[config.mk]
export PLATFORM = sky130hd
export DESIGN_NAME = coffee_stim_seq
export DESIGN_NICKNAME = d
export VERILOG_FILES = /design/src/rtl/coffee_pkg.sv /design/src/rtl/coffee_script_mem.sv /design/src/rtl/coffee_stim_seq.sv
export SDC_FILE = /design/constraint.sdc
export NUM_CORES = 1
export LEC_CHECK = 0
export BUFFER_PORTS_ARGS = -buffer_cell sky130_fd_sc_hd__buf_4
export CORE_MARGIN = 3
export CORE_UTILIZATION = 54
export DETAILED_ROUTE_END_ITERATION = 6
export GPL_ROUTABILITY_DRIVEN = 0
export PLACE_DENSITY = 0.77
export SLEW_MARGIN = 20
export SYNTH_ARGS = -nofsm -noshare
export SYNTH_HDL_FRONTEND = slang
export SYNTH_HIERARCHICAL = 1
export SYNTH_SLANG_ARGS = --single-unit
export TNS_END_PERCENT = 10
[constraint.sdc]
create_clock -name clock -period 2.71 [get_ports clock]
set_input_delay 0.271 -clock clock [delete_from_list [all_inputs] [get_ports clock]]
set_output_delay 0.271 -clock clock [all_outputs]
set_load 0.1 [all_outputs]
[src/rtl/coffee_pkg.sv]
// Shared encodings for the coffee machine stimulus sequencer.
package coffee_pkg;

   typedef enum logic [2:0] {
      CENT5  = 3'd0,
      CENT10 = 3'd1,
      CENT25 = 3'd2,
      CENT50 = 3'd3,
      REAL1  = 3'd4,
      REAL2  = 3'd5,
      REAL5  = 3'd6,
      REAL10 = 3'd7
   } coin_e;

   typedef enum logic [1:0] {
      CAFE         = 2'd0,
      CAPUCCINO    = 2'd1,
      CAFE_LONGO   = 2'd2,
      ACHOCOLATADO = 2'd3
   } product_e;

   // Script entry kind bit (entry MSB)
   localparam logic KIND_COIN = 1'b0;
   localparam logic KIND_SEL  = 1'b1;

   typedef enum logic [2:0] {
      ST_IDLE,
      ST_RST_DUT,
      ST_FETCH,
      ST_DRIVE,
      ST_GAP,
      ST_DONE
   } seq_state_e;

   // Coin value in centavos
   function automatic logic [15:0] coin_value(input logic [2:0] code);
      logic [15:0] v;
      case (coin_e'(code))
         CENT5:   v = 16'd5;
         CENT10:  v = 16'd10;
         CENT25:  v = 16'd25;
         CENT50:  v = 16'd50;
         REAL1:   v = 16'd100;
         REAL2:   v = 16'd200;
         REAL5:   v = 16'd500;
         REAL10:  v = 16'd1000;
         default: v = 16'd0;
      endcase
      return v;
   endfunction

endpackage

[src/rtl/coffee_script_mem.sv]
// Script storage: one write port, one registered read port that only
// updates when re is high, so the read word stays put between fetches.
module coffee_script_mem #(
   parameter  int DEPTH = 16,
   parameter  int W     = 4,
   localparam int AW    = $clog2(DEPTH)
) (
   input  logic          clock,
   input  logic          we,
   input  logic [AW-1:0] waddr,
   input  logic [W-1:0]  wdata,
   input  logic          re,
   input  logic [AW-1:0] raddr,
   output logic [W-1:0]  rdata
);

   logic [W-1:0] mem_q [DEPTH];
   logic [W-1:0] mem_d [DEPTH];
   logic [W-1:0] rdata_q, rdata_d;

   // Next array contents and read register
   always_comb begin
      mem_d   = mem_q;
      rdata_d = rdata_q;
      if (we) mem_d[waddr] = wdata;
      if (re) rdata_d = mem_q[raddr];
   end

   // Storage registers (contents are left unreset on purpose)
   always_ff @(posedge clock) begin
      mem_q   <= mem_d;
      rdata_q <= rdata_d;
   end

   assign rdata = rdata_q;

endmodule

[src/rtl/coffee_stim_seq.sv]
// Scriptable stimulus sequencer: resets the machine, then plays coin and
// selection entries over valid/ack handshakes with timeout and looping.
module coffee_stim_seq #(
   parameter  int COIN_W       = 3,
   parameter  int SEL_W        = 2,
   parameter  int DEPTH        = 16,
   parameter  int RESET_CYCLES = 10,
   parameter  int TIMEOUT      = 64,
   localparam int AW           = $clog2(DEPTH),
   localparam int LW           = AW + 1
) (
   input  logic              clock,
   input  logic              reset,
   input  logic              prog_we,
   input  logic [AW-1:0]     prog_addr,
   input  logic [COIN_W:0]   prog_data,
   input  logic [LW-1:0]     script_len,
   input  logic              loop_mode,
   input  logic              start,
   input  logic              stop,
   output logic              dut_reset,
   output logic [COIN_W-1:0] dinheiro,
   output logic              coin_valid,
   input  logic              coin_ack,
   output logic [SEL_W-1:0]  selec_produto,
   output logic              sel_valid,
   input  logic              sel_ack,
   output logic              busy,
   output logic              done,
   output logic              err,
   output logic [15:0]       total_cents
);
   import coffee_pkg::*;

   localparam int CNT_MAX = (RESET_CYCLES > TIMEOUT) ? RESET_CYCLES : TIMEOUT;
   localparam int CNT_W   = $clog2(CNT_MAX + 1);

   seq_state_e        state_q, state_d;
   logic [CNT_W-1:0]  cnt_q, cnt_d;     // reset-hold and ack-wait counter
   logic [LW-1:0]     idx_q, idx_d;
   logic [LW-1:0]     len_q, len_d;
   logic              loop_q, loop_d;
   logic [15:0]       total_q, total_d;
   logic              err_q, err_d;
   logic              rd_en;
   logic [COIN_W:0]   ent;
   logic              xfer;
   logic [16:0]       sum;

   coffee_script_mem #(.DEPTH(DEPTH), .W(COIN_W + 1)) u_mem (
      .clock (clock),
      .we    (prog_we),
      .waddr (prog_addr),
      .wdata (prog_data),
      .re    (rd_en),
      .raddr (idx_q[AW-1:0]),
      .rdata (ent)
   );

   assign sum = {1'b0, total_q} + {1'b0, coin_value(3'(ent[COIN_W-1:0]))};

   // Next-state, datapath updates and handshake outputs
   always_comb begin
      state_d       = state_q;
      cnt_d         = cnt_q;
      idx_d         = idx_q;
      len_d         = len_q;
      loop_d        = loop_q;
      total_d       = total_q;
      err_d         = err_q;
      rd_en         = 1'b0;
      xfer          = 1'b0;
      dut_reset     = 1'b0;
      dinheiro      = '0;
      coin_valid    = 1'b0;
      selec_produto = '0;
      sel_valid     = 1'b0;
      busy          = 1'b0;
      done          = 1'b0;
      case (state_q)
         ST_IDLE, ST_DONE: begin
            done = (state_q == ST_DONE);
            if (start && !stop) begin
               state_d = ST_RST_DUT;
               cnt_d   = '0;
               idx_d   = '0;
               len_d   = script_len;
               loop_d  = loop_mode;
               total_d = '0;
               err_d   = 1'b0;
            end
         end
         ST_RST_DUT: begin
            busy      = 1'b1;
            dut_reset = 1'b1;
            if (cnt_q == CNT_W'(RESET_CYCLES - 1)) begin
               cnt_d   = '0;
               state_d = (len_q == '0) ? ST_DONE : ST_FETCH;
            end else begin
               cnt_d = cnt_q + 1'b1;
            end
         end
         ST_FETCH: begin
            busy    = 1'b1;
            rd_en   = 1'b1;
            cnt_d   = '0;
            state_d = ST_DRIVE;
         end
         ST_DRIVE: begin
            busy = 1'b1;
            if (ent[COIN_W] == KIND_COIN) begin
               coin_valid = 1'b1;
               dinheiro   = ent[COIN_W-1:0];
               xfer       = coin_ack;
            end else begin
               sel_valid     = 1'b1;
               selec_produto = ent[SEL_W-1:0];
               xfer          = sel_ack;
            end
            if (xfer) begin
               state_d = ST_GAP;
               if (ent[COIN_W] == KIND_COIN)
                  total_d = sum[16] ? 16'hFFFF : sum[15:0];
            end else if (cnt_q == CNT_W'(TIMEOUT - 1)) begin
               err_d   = 1'b1;
               state_d = ST_GAP;
            end else begin
               cnt_d = cnt_q + 1'b1;
            end
         end
         ST_GAP: begin
            busy = 1'b1;
            if ((idx_q + 1'b1) == len_q) begin
               if (loop_q) begin
                  idx_d   = '0;
                  state_d = ST_FETCH;
               end else begin
                  state_d = ST_DONE;
               end
            end else begin
               idx_d   = idx_q + 1'b1;
               state_d = ST_FETCH;
            end
         end
         default: state_d = ST_IDLE;
      endcase
      // Abort has priority over everything except the retained total/err
      if (stop && state_q != ST_IDLE) state_d = ST_IDLE;
   end

   // State and datapath registers
   always_ff @(posedge clock) begin
      if (!reset) begin
         state_q <= ST_IDLE;
         cnt_q   <= '0;
         idx_q   <= '0;
         len_q   <= '0;
         loop_q  <= 1'b0;
         total_q <= '0;
         err_q   <= 1'b0;
      end else begin
         state_q <= state_d;
         cnt_q   <= cnt_d;
         idx_q   <= idx_d;
         len_q   <= len_d;
         loop_q  <= loop_d;
         total_q <= total_d;
         err_q   <= err_d;
      end
   end

   assign err         = err_q;
   assign total_cents = total_q;

endmodule

# Word-level counts from Yosys, hierarchy flattened
# Memories as Yosys holds them, arrays and structs flattened. A register that Yosys moved wholly into a read port is not among the register bits.
# Cells that the tools add are included.
[totals]
ff_bits = 106
mem_bits_ro = 80
inputBits = 21
elab_cells = 117
mem_count = 1
[op_classes]
n_addsub = 3
magnitude_cmp = 3
n_eq_ne = 17
muxes = 47
n_bitwise = 3
n_reduce_logical = 19
[mem_list]
columns = ["name", "words", "word_bits", "rd", "rd_clocked_by_memory_dff", "wr", "line_no", "text"]
rows = [
  ["(name not given)", 8, 10, 1, 1, 0, "coffee_pkg.sv:38", "case (coin_e'(code))"],
]
[ops]
columns = ["op", "n"]
rows = [
  ["bitwise mux 64 bit", 1],
  ["2-to-1 mux 16 bit", 4],
  ["one-hot mux 16 bit (2 select lines)", 1],
  ["2-to-1 mux 3 bit", 10],
  ["2-to-1 mux 7 bit", 4],
  ["one-hot mux 7 bit (4 select lines)", 1],
  ["adder 16 x 16 -> 17 bit", 1],
  ["binary-select mux 4 bit (select 4 bit)", 1],
  ["demux 4 bit (select 4 bit)", 1],
  ["2-to-1 mux 5 bit", 3],
  ["one-hot mux 3 bit (5 select lines)", 1],
  ["!= test 2 bit, second input constant", 7],
  ["2-to-1 mux 1 bit", 13],
  ["2-to-1 mux 4 bit", 3],
  ["AND reduction 4 bit", 3],
  ["greater-or-equal comparator 5 bit, second input constant", 2],
  ["NOT 4 -> 5 bit", 2],
  ["one-hot mux 5 bit (2 select lines)", 1],
  ["adder 7 x 1 -> 7 bit, second input constant", 1],
  ["== test 7 x 4 -> 1 bit, second input constant", 1],
  ["== test 7 x 6 -> 1 bit, second input constant", 1],
  ["== test 3 x 2 -> 1 bit, second input constant", 2],
  ["== test 3 bit, second input constant", 2],
  ["!= test 3 bit, second input constant", 2],
  ["18 further kinds", 24],
]

# Longest topological paths before layout
# Gate-level depths: netlist of run 1.
[depth]
depth_word = 6
ltp_mapped = 12

# Modules after synthesis
# Netlist of run 1, hierarchy kept.
[by_module_without_submodules]
columns = ["module", "n_inst", "cells_per_inst", "area_each_um2", "seq_area_each_um2"]
rows = [
  ["coffee_stim_seq", 1, 332, 2813.9, 760.7],
  ["coffee_script_mem", 1, 130, 2706.3, 2042.0],
]

# Worst setup path after synthesis of run 1
# OpenSTA, ideal clock, no wires.
[synth_timing]
path_type = "register to output"
start = "register state_q[2]"
end = "output dinheiro[2]"
arrival_time_ns = 3.072
path_slack_ns = -0.633
stages_incl_launch_ff = 6
n_path_buf = 1
path_cell_list = "dfxtp_1 buf_6 nand2b_4 or2_2 nor2_1 and2_1"
[synth_via]
elab_chain_cells = 2
[synth_lines]
columns = ["item", "line_no", "text"]
rows = [
  ["start, declared", "coffee_stim_seq.sv:38", "seq_state_e state_q, state_d;"],
  ["start signal, assigned", "coffee_stim_seq.sv:162", "state_q <= state_d;"],
  ["== test 3 x 2 -> 1 bit", "coffee_stim_seq.sv:80", "case (state_q)"],
  ["2-to-1 mux 3 bit", "coffee_stim_seq.sv:80", ""],
  ["end, declared", "coffee_stim_seq.sv:22", "output logic [COIN_W-1:0] dinheiro,"],
]
# Every way passes these cells.

==> results of run 1 <==
[cells in the final DEF, fill, tap and decap left out, types with 11 or more instances in the layout]
| cell | instances |
|---|---|
| nor3_1 | 11 |
| nor2b_1 | 11 |
| mux4_1 | 14 |
| xor2_1 | 11 |
| a21oi_1 | 13 |
| nor2_1 | 34 |
| xnor2_1 | 12 |
| edfxtp_1 | 68 |
| buf_4 | 62 |
| dfxtp_1 | 38 |
| nand2_1 | 41 |
| o21ai_1 | 14 |
| nand3_1 | 16 |
| ha_1 | 16 |
[cell families (layout without fill, tap and decap cells)]
logic type,count (synthesis),after routing
buf+inv,32,90
flops,106,106
compound gates,94,94
mux,24,24
xor+xnor,23,23
simple gates,165,165
fa+ha+maj,18,18
[area by class of cell]
class,instances,area [um2],share of cell area
Tap cell,133,166,0.0266
Timing Repair Buffer,63,477,0.0761
Clock buffer,10,128,0.0204
Inverter,11,41.3,0.00659
Clock inverter,6,96.3,0.0154
Multi-Input combinational cell,324,2550,0.408
Sequential cell,106,2800,0.447
[timing repair]
action	CTS	global route
setup endpoints to repair	0	10
gates resized for setup	0	5
buffers inserted	0	2
[sequential cells by signal, indices dropped and copies added, names as in the netlist]
signal       flops
cnt_q            7
err              1
idx_q            5
len_q            5
loop_q           1
state_q          3
total_cents     16
u_mem/mem_q     64
u_mem/rdata      4
[power by group through the flow]
| stage | clock network, uW | logic [uW] | registers [uW] |
|---|---|---|---|
| 6_report | 1060 | 290 | 1770 |
| 3_3_place_gp | 0 | 279 | 1810 |
| 5_1_grt | 1160 | 315 | 1780 |
| 2_1_floorplan | 0 | 214 | 1800 |
| 4_1_cts | 1090 | 289 | 1770 |
| 3_5_place_dp | 0 | 288 | 1810 |
[layer usage]
layer	up-vias	global-route usage	routed length, um
li1	1846	-	-
met1	1833	0.255	4790
met2	96	0.351	5600
met3	8	0.0415	553
met4	0	0.0594	100
met5	-	0	0
[worst min path at each step]
stage               slack (ns)                          end  cells after the start
finish                    0.15        len_q[3]$_SDFFE_PN0P_                      3
global route              0.15        len_q[3]$_SDFFE_PN0P_                      3
CTS                       0.14        len_q[1]$_SDFFE_PN0P_                      3
detailed placement        0.47             err$_SDFFE_PN0P_                      2
global placement          0.46  total_cents[2]$_SDFFE_PN0P_                      2
floorplan                 0.37     u_mem/mem_q[0]$_DFFE_PP_                      0
[through the flow]
step	total power, uW	instance area [um2]	setup TNS, ns
floorplan	2010	5520	-1.12
global placement	2080	6000	0
detailed placement	2100	6000	0
CTS	3150	6220	0
global route	3250	6260	-0.0164
finish	3130	6260	0
[worst reg2reg max path, cell delays in order (launching register included)]
cell and delay, ns:
edfxtp_1 0.36, inv_1 0.06, buf_4 0.15, ha_1 0.19
nand2_1 0.06, o21ai_0 0.08, ha_1 0.40, nand2_1 0.09
o21ai_2 0.18, or3b_4 0.42, and2_4 0.17, a2111oi_4 0.27
a31o_1 0.13
==> impl_metrics.csv, run 1 <==
group,metric,value,unit
clock_tree,cts_buffers,9,
floorplan,core,0.00986,mm2
floorplan,die_w,107,um
floorplan,ios,48,
placement,pre_cts_ws,0.0980,ns
synth,synth_area,0.00552,mm2
worst_hold_path,min_from,"script_len[3]",
synth,synth-compound-area-share,0.128,
detailed_routing,drtIter0Drc,237,
worst_hold_path,hp-class,"in2reg",
critical_path,r2r-start,"u_mem/rdata[0]$_DFFE_PP_",
placement,dp.cells,635,
floorplan,start_util,0.560,
critical_path,r2r_end,"total_cents[15]$_SDFFE_PN0P_",
synth,netlist_top_cells_count,"edfxtp_1, nand2_1, dfxtp_1",
critical_path,crit_chain,"inv_1, buf_4, ha_1, nand2_1, o21ai_0, ha_1, nand2_1, o21ai_2, or3b_4, and2_4, a2111oi_4, a31o_1",
critical_path,start_kind,"register",
pwr,p_int,2390,uW
detailed_routing,viasPerCell,5.79,
grt,antenna_found_initial,0,
critical_path,ff2ff_setup_slack,0.12,ns
synth,synth_top_area_share,0.370,
synth,synth_edf_count,68,
detailed_routing,drc,0,
synth,synth_fa_ha_area_frac,0.0422,
critical_path,startpoint,"u_mem/rdata[0]$_DFFE_PP_",
critical_path,critPathTopFamily,"simple AND/OR/NAND/NOR gates",
clock_tree,clock_latency,0.37,ns
synth,yosysMostFrequentCell,"edfxtp_1",
final_layout,syn2layout_area_growth,13.5,%
pwr,clkPwrFrac,0.341,
grt,grt_max_degree,23,
timing,hold_viol_final,0,
final_layout,fin_nets,554,
pwr,p_per_area,499,mW/mm2
final_layout,fin_util,0.635,
floorplan,die_area,0.0115,mm2
floorplan,die_h,107,um
final_layout,nFillCells,742,
placement,dp_hpwl,7.95,mm
synth,yosys.area_share.simple,0.162,
synth,synth-seq-area-share,0.508,
clock_tree,clk_pin_slew,0.10,ns
outcome,status,"completed",
clock_tree,cts_max_level,3,
clock_tree,cts_tree,"built",
synth,ys_ff_latch,106,
synth,yosys_warnings,6,
final_layout,n_antenna_cell,0,
critical_path,reg2regPathDepth,12,
grt,grt_pass1_vias,3622,
timing,worst_slack,0.116,ns
clock_tree,hold_buffers,0,
timing,rsz0062_at_grt,"yes",
pwr,power_frac_comb,0.093,
synth,syn_avg_cell_area,11.9,um2
timing,max_slew_margin,0.547,
critical_path,critPathMaxStageDelay,0.42,ns
synth,syn-instance-count,462,
critical_path,cp-endpoint,"total_cents[15]$_SDFFE_PN0P_",
detailed_routing,drt-pass1-iter-count,4,
synth,synthArstFlopShare,0,
synth,synth-main-ff-cell,"edfxtp_1",
timing,hold_ws,0.151,ns
synth,synth-xor-area-share,0.0365,
clock_tree,clk_path_buf_depth,2,
placement,numPortBuffers,47,
synth,synth_top_family_by_area,"simple AND/OR/NAND/NOR gates",
critical_path,arrival,2.92,ns
critical_path,crit_type,"reg2reg",
critical_path,worstPathMaxFanout,6,
detailed_routing,vias,3783,
synth,synthTopCellsByArea,"edfxtp_1, dfxtp_1, mux4_1",
synth,synth_cell_types,76,
pwr,p_seq_frac,0.567,
grt,grt-ovfl-total,0,
timing,slew_viol_final,0,
timing,fmax,386,MHz
final_layout,drive_above_1_share,0.212,
detailed_routing,wl,11.1,mm
detailed_routing,ant_nets,0,
detailed_routing,wire_per_inst,16.9,um
clock_tree,root_buffer,"clkbuf_8",
final_layout,final_cells,653,
synth,syn-num-nets,501,
grt,grtUsageTotal,0.202,
clock_tree,cts.sinks,106,
timing,final.setup_skew,0.00936,ns
critical_path,cpMaxStageDelayCell,"or3b_4",
critical_path,required,3.03,ns
synth,synthMuxAreaShare,0.0895,
pwr,switching_share,0.234,
pwr,p_leak,0.00235,uW
pwr,power_switching,731,uW
job,maxCapViolCount,0,
pwr,vdd_ir_drop_max,0.491,mV
timing,layout_min_cycle_time,2.59,ns
timing,final-setup-viol-count,0,
timing,finalCritPeriodShare,0.957,
grt,grt_pass1_wl,18.2,mm
floorplan,rows,36,
synth,yosys.area.top_type,"edfxtp_1",
timing,tightest_slew,0.675,ns
critical_path,cp.depth,12,
critical_path,crit_buf_inv,2,
critical_path,cp-end-kind,"register",
(Power assumes the default switching activity.)
==> run 2, diff against run 1 <==
Settings changed: CTS_BUF_LIST set to sky130_fd_sc_hd__clkbuf_8 sky130_fd_sc_hd__clkbuf_16.
==> run 2 against run 1 <==
Net effect:
- maximum frequency barely moved
- via count about the same
- sequential cell count is the same
- register-to-register slack is essentially flat
- critical path depth did not move
- hold slack about the same
- combinational power barely moved
- critical path type unchanged
- largest power group unchanged
==> impl_metrics.csv, run 2 (synthesized netlist as in run 1, its figures left out) <==
group,metric,value,unit
grt,antenna_found_initial,0,
timing,hold_viol_final,0,
outcome,status,"completed",
timing,slew_viol_final,0,
floorplan,core,0.00986,mm2
floorplan,start_util,0.560,
placement,dp.cells,635,
critical_path,worstPathMaxFanout,6,
grt,grtUsageTotal,0.202,
critical_path,r2r_end,"total_cents[15]$_SDFFE_PN0P_",
critical_path,crit_type,"reg2reg",
pwr,vdd_ir_drop_max,0.492,mV
final_layout,nFillCells,742,
critical_path,crit_chain,"inv_1, buf_4, ha_1, nand2_1, o21ai_0, ha_1, nand2_1, o21ai_2, or3b_4, and2_4, a2111oi_4, a31o_1",
critical_path,start_kind,"register",
final_layout,n_antenna_cell,0,
clock_tree,hold_buffers,0,
pwr,p_per_area,498,mW/mm2
worst_hold_path,hold_end,"len_q[3]$_SDFFE_PN0P_",
critical_path,cp-end-kind,"register",
critical_path,required,3.03,ns
critical_path,ff2ff_setup_slack,0.12,ns
clock_tree,root_buffer,"clkbuf_8",
clock_tree,cts_tree,"built",
grt,grt_max_degree,23,
final_layout,syn2layout_area_growth,13.5,%
placement,numPortBuffers,47,
final_layout,drive_above_1_share,0.212,
grt,grt-ovfl-total,0,
floorplan,ios,48,
clock_tree,clk_path_buf_depth,2,
worst_hold_path,hold_depth,3,
grt,grt_pass1_vias,3622,
clock_tree,cts_buffers,9,
detailed_routing,wl,11.1,mm
detailed_routing,drtIter0Drc,237,
detailed_routing,viasPerCell,5.80,
floorplan,rows,36,
detailed_routing,wire_per_inst,16.9,um
critical_path,arrival,2.92,ns
placement,dp_hpwl,7.95,mm
critical_path,r2r-start,"u_mem/rdata[0]$_DFFE_PP_",
timing,layout_min_cycle_time,2.59,ns
timing,tightest_slew,0.675,ns
final_layout,largest-register,"u_mem/mem_q",
worst_hold_path,min_from,"script_len[3]",
critical_path,reg2regPathDepth,12,
detailed_routing,drt-pass1-iter-count,4,
floorplan,die_h,107,um
critical_path,cpMaxStageDelayCell,"or3b_4",
timing,final-setup-viol-count,0,
clock_tree,clk_pin_slew,0.10,ns
final_layout,largest_reg_flops,64,
pwr,p_total,3120,uW
job,maxCapViolCount,0,
floorplan,die_w,107,um
worst_hold_path,hp-class,"in2reg",
floorplan,die_area,0.0115,mm2
detailed_routing,drc,0,
timing,final.setup_skew,0.00952,ns
timing,rsz0062_at_grt,"yes",
timing,max_slew_margin,0.547,
final_layout,final_common_cell,"edfxtp_1",
pwr,p_leak,0.00236,uW
detailed_routing,vias,3785,
critical_path,critPathMaxStageDelay,0.42,ns
clock_tree,cts.sinks,106,
clock_tree,cts_max_level,3,
final_layout,final_cells,653,
timing,finalCritPeriodShare,0.957,
clock_tree,clock_latency,0.37,ns
detailed_routing,ant_nets,0,
final_layout,fin_util,0.635,
final_layout,final_cell_mix,"edfxtp_1, buf_4, nand2_1, dfxtp_1, nor2_1",
timing,hold_ws,0.151,ns
grt,grt_pass1_wl,18.2,mm
timing,fmax,386,MHz
final_layout,fin_nets,554,
==> run 2: cell types whose count changed in the layout (fill, tap and decap cells not counted), sizes merged <==
| cell | delta |
|---|---|
| clkbuf | -1 |
| inv | +1 |
==> run 2: how the worst max path moves through the flow <==
stage	from	to	slack, ns	depth (start not counted)
finish	u_mem/rdata[0]$_DFFE_PP_	total_cents[15]$_SDFFE_PN0P_	0.12	12
global route	u_mem/rdata[0]$_DFFE_PP_	total_cents[5]$_SDFFE_PN0P_	-0.009	13
CTS	u_mem/rdata[1]$_DFFE_PP_	total_cents[15]$_SDFFE_PN0P_	0.07	10
detailed placement	u_mem/rdata[1]$_DFFE_PP_	total_cents[15]$_SDFFE_PN0P_	0.1	10
global placement	u_mem/rdata[0]$_DFFE_PP_	total_cents[15]$_SDFFE_PN0P_	0.17	10
floorplan	state_q[2]$_SDFFE_PP0P_	dinheiro[0]	-0.49	4
==> run 2: final cells by class <==
type                       instances  area [um2]  area share
sequential                       106        2800       0.447
multi-input combinational        324        2550       0.408
timing repair buffer              63         477      0.0761
tap                              133         166      0.0266
clock buffer                       9         124      0.0198
clock inverter                     7         100      0.0160
inverter                          11        41.3     0.00659
==> run 2: per-layer routing <==
| metal | track usage | wire length, um | up-vias |
|---|---|---|---|
| li1 | - | - | 1846 |
| met1 | 0.255 | 4790 | 1837 |
| met2 | 0.351 | 5610 | 94 |
| met3 | 0.0415 | 545 | 8 |
| met4 | 0.0594 | 100 | 0 |
| met5 | 0 | 0 | - |
==> run 2: worst max-delay path: cells and delay by family (launching register included) <==
family          cells  cell delay, ns
fa+ha+maj           2            0.59
compound gates      4            0.66
buf+inv             2            0.21
simple gates        4            0.74
flops               1            0.36
==> run 2: report_power, final <==
part	total, uW	switching (uW)	internal, uW
logic	289	175	114
registers	1770	23.6	1750
clock network	1060	533	528
total	3120	732	2390
==> run 2: metrics by stage <==
| step | cell area (um2) | setup TNS, ns | worst slack (ns) |
|---|---|---|---|
| floorplan | 5520 | -1.12 | -0.489 |
| detailed placement | 6000 | 0 | 0.0980 |
| global route | 6260 | -0.0164 | -0.00861 |
| finish | 6260 | 0 | 0.116 |
| CTS | 6220 | 0 | 0.0738 |
| global placement | 6000 | 0 | 0.166 |
==> run 2: timing repair <==
action,4_1_cts,5_1_grt
hold endpoints to repair,0,0
resized for setup,0,5
setup endpoints to repair,0,10
setup buffers,0,2
